$ cat src/rtl/lfsr_pkg.sv
// Shared LFSR definitions: checker FSM states and the feedback function used by both the
// pattern generator and the checker so the two sides cannot disagree on the polynomial.
package lfsr_pkg;

  localparam int unsigned LfsrMaxWidth = 32;

  typedef enum logic [1:0] {
    StHunt   = 2'd0,
    StCheck  = 2'd1,
    StLocked = 2'd2
  } lfsr_chk_state_t;

  // Callers zero-extend narrower tap masks and states to LfsrMaxWidth.
  function automatic logic lfsr_feedback(input logic [LfsrMaxWidth-1:0] taps,
                                         input logic [LfsrMaxWidth-1:0] state);
    return ^(taps & state);
  endfunction

endpackage

$ cat src/rtl/lfsr_predict.sv
// Received-bit history plus next-bit prediction; h[0] always holds the most recent bit.
module lfsr_predict
  import lfsr_pkg::*;
#(
  parameter int unsigned WIDTH = 5
) (
  input  logic             clk,
  input  logic             flush,
  input  logic             in_valid,
  input  logic             in_bit,
  input  logic [WIDTH-1:0] taps,
  output logic             pred
);

  logic [WIDTH-1:0] h_q;

  always_ff @(posedge clk) begin
    if (flush) begin
      h_q <= '0;
    end else if (in_valid) begin
      h_q <= {h_q[WIDTH-2:0], in_bit};
    end
  end

  assign pred = lfsr_feedback(LfsrMaxWidth'(taps), LfsrMaxWidth'(h_q));

endmodule

$ cat config.mk
export PLATFORM = sky130hd
export DESIGN_NAME = lfsr_predict
export DESIGN_NICKNAME = d
export VERILOG_FILES = /design/src/rtl/lfsr_pkg.sv /design/src/rtl/lfsr_predict.sv
export SDC_FILE = /design/constraint.sdc
export NUM_CORES = 1
export LEC_CHECK = 0
export ABC_AREA = 1
export CAP_MARGIN = 0
export CORE_AREA = 2 2 39 41
export CTS_CLUSTER_DIAMETER = 30
export DETAILED_ROUTE_END_ITERATION = 6
export DIE_AREA = 0 0 41 43
export PLACE_DENSITY = 0.49
export SETUP_SLACK_MARGIN = 0.4
export SLEW_MARGIN = 20
export SYNTH_ARGS = -nofsm -noshare
export SYNTH_HDL_FRONTEND = slang
export SYNTH_SLANG_ARGS = --single-unit
$ cat constraint.sdc
create_clock -name clk -period 1.2 [get_ports clk]
set_input_delay 0.36 -clock clk [delete_from_list [all_inputs] [get_ports clk]]
set_output_delay 0.36 -clock clk [all_outputs]
set_load 0.1 [all_outputs]
==> flow_summary.yaml <==
outcome:
  status: "finished with violations"
  violations: "negative setup slack"
min_path:
  hold_class: "primary input to register"
  min_path_cells: 3
logic_synthesis:
  yosys_warnings: 0
  syn_inst: 50
  synth_area_per_cell_sq_um: 5.705
  syn_nets: 59
  synth-seq-cells: 5
  synthesis.area_sq_um: 285.3
  synth_cell_types: 7
  ys_seq_area_share_pct: 35.09
routing:
  drt_iter0_markers: 7
  viasPerCell: 4.106
  wl_met3_um: 55
  dr.pass1.iters: 3
  antenna_left: 0
  num_vias: 349
  wl_met1_um: 320
  top_layer_used: "met3"
  drc_errors: 0
  routed_wirelength_um: 708
  met2_length_um: 332
  wire_per_inst_um: 8.329
sta:
  min_period_over_period_pct: 132.9
  slew_viol_final: 0
  final.setup_skew_ns: 0.004063
  finalSetupViolations: 1
  hold_violations: 0
  fin_ws_ns: -0.3947
  clock.fmax_mhz: 627.1
  post-route-min-period_ns: 1.595
  rsz0062_at_grt: "yes"
  tightest_slew_ns: 0.1841
  relSlewSlack_pct: 87.72
critical_path:
  crit_arrival_ns: 1.23
  crit_path_max_fanout: 3
  reg2reg_depth: 3
  cp_data_required_time_ns: 0.84
  critPathLaunchType: "primary input"
  worst-setup-path-type: "primary input to output port"
  end_kind: "output port"
final_layout:
  postLayoutCellArea_sq_um: 566.8
  areaGrowthSynthToFinish_pct: 98.68
  largest_register: "h_q"
  fin_nets: 79
  drive_above_1_share_pct: 56.52
  largest_register_ffs: 5
  n_fill_cell: 162
  utilization_pct: 40.96
  diodes: 0
  reg_top3: "h_q: 5 flops"
global_route:
  grt_max_degree: 6
  grt_pass1_wl_um: 924
  overflow: 0
  antenna_found_initial: 0
  first_global_vias: 252
  track_usage_pct: 8.225
clock_tree:
  insertion_delay_ns: 0.24
  cts_buffers: 3
  clk_pin_slew_ns: 0.04
  cts_root_buf: "clkbuf_4"
  cts_tree: "built"
  postCtsHoldBufs: 0
  clock-sinks: 5
  clock_path_buffers: 2
  htreeDepth: 1
place:
  io_buffers: 9
  gp_congestion: 0.7207
  dpl.hpwl_um: 541.8
  dp_slack_ns: -0.7493
  dpl-instance-area_sq_um: 509.2
die:
  io_pins: 10
  die_w_um: 41
  dieArea_sq_um: 1763
  die_h_um: 43
  start_util_pct: 20.61
  rows: 14
  core-area_sq_um: 1384
power:
  power_density_nw_per_um2: 817.6
  leakage_nw: 0.2882
  ir_worst_vdd_uv: 413.6
job:
  timing.max_cap.violations: 0
==> what timing repair did <==
| item | 4_1_cts | 5_1_grt |
|---|---|---|
| buffers inserted | 0 | 0 |
| pin swaps | 8 | 10 |
| resized for setup | 14 | 19 |
| endpoints found under the setup margin | 6 | 4 |
| cloned | 0 | 0 |
==> synth_stat cells <==
library cell / count / area (sq um)
inv_1: 5 / 18.77
nand3_1: 2 / 10.01
nand2_1: 29 / 108.9
inv_2: 1 / 3.750
dfxtp_1: 5 / 100.1
a21oi_1: 5 / 25.02
nand2_2: 3 / 18.77
==> cell type report <==
| cell class | instances | area, sq um | share of cell area, % |
|---|---|---|---|
| Clock buffer | 4 | 26.28 | 4.636 |
| Inverter | 6 | 25.02 | 4.415 |
| Multi-Input combinational cell | 39 | 257.7 | 45.47 |
| Sequential cell | 5 | 107.6 | 18.98 |
| Tap cell | 16 | 20.02 | 3.532 |
| Timing Repair Buffer | 15 | 130.1 | 22.96 |
==> power by group <==
group | switching [mW] | internal, mW
Combinational | 0.0510 | 0.0434
Sequential | 0.00371 | 0.169
Clock | 0.0705 | 0.126
==> worst max-delay path, stage by stage <==
cell and delay [ns]:
clkdlybuf4s15_2 0.22, nand2_8 0.09, inv_4 0.03, nand2_1 0.06, nand2_2 0.07, nand2_2 0.08
nand3_4 0.09, nand2_8 0.08, buf_12 0.16
==> cells in the final DEF, fill, tap and decap left out, drive strengths merged <==
cell type and count:
a21oi 5, buf 7, clkbuf 7, clkdlybuf4s15 1, dfxtp 5, dlygate4sd2 3, dlymetal6s2s 1, inv 6
nand2 32, nand3 2
==> stage by stage <==
step | hold WS, ns | total power [mW] | std cells | setup TNS (ns)
after detailed placement | 0.4624 | 0.2740 | 81 | -0.8579
final | 0.3882 | 0.4634 | 85 | -0.3947
after global placement | 0.4563 | 0.2741 | 81 | -1.013
after CTS | 0.4698 | 0.4669 | 85 | -0.4374
after global routing | 0.4033 | 0.4885 | 85 | -0.4540
after floorplan | 0.4217 | 0.2167 | 50 | -0.08629
==> kinds of logic after synthesis <==
family          after synthesis  share of synthesized area (%)
buf+inv                       6                          7.894
simple gates                 34                          48.24
flops                         5                          35.09
compound gates                5                          8.771
==> routing by layer <==
metal / global-route usage [%] / up-vias
met2: 9.375 / 8
met1: 10.58 / 151
li1: - / 190
met5: 0 / -
met4: 6.000 / 0
met3: 5.236 / 0
==> worst paths after layout <==
| check | startpoint | to | slack, ns |
|---|---|---|---|
| max reg2reg | h_q[3] | h_q[3] | 0.49 |
| max | taps[3] | pred | -0.39 |
| min reg2reg | h_q[4] | h_q[4] | 0.46 |
| min | in_bit | h_q[0] | 0.39 |
Note: power is estimated with default switching activity, not from simulation.
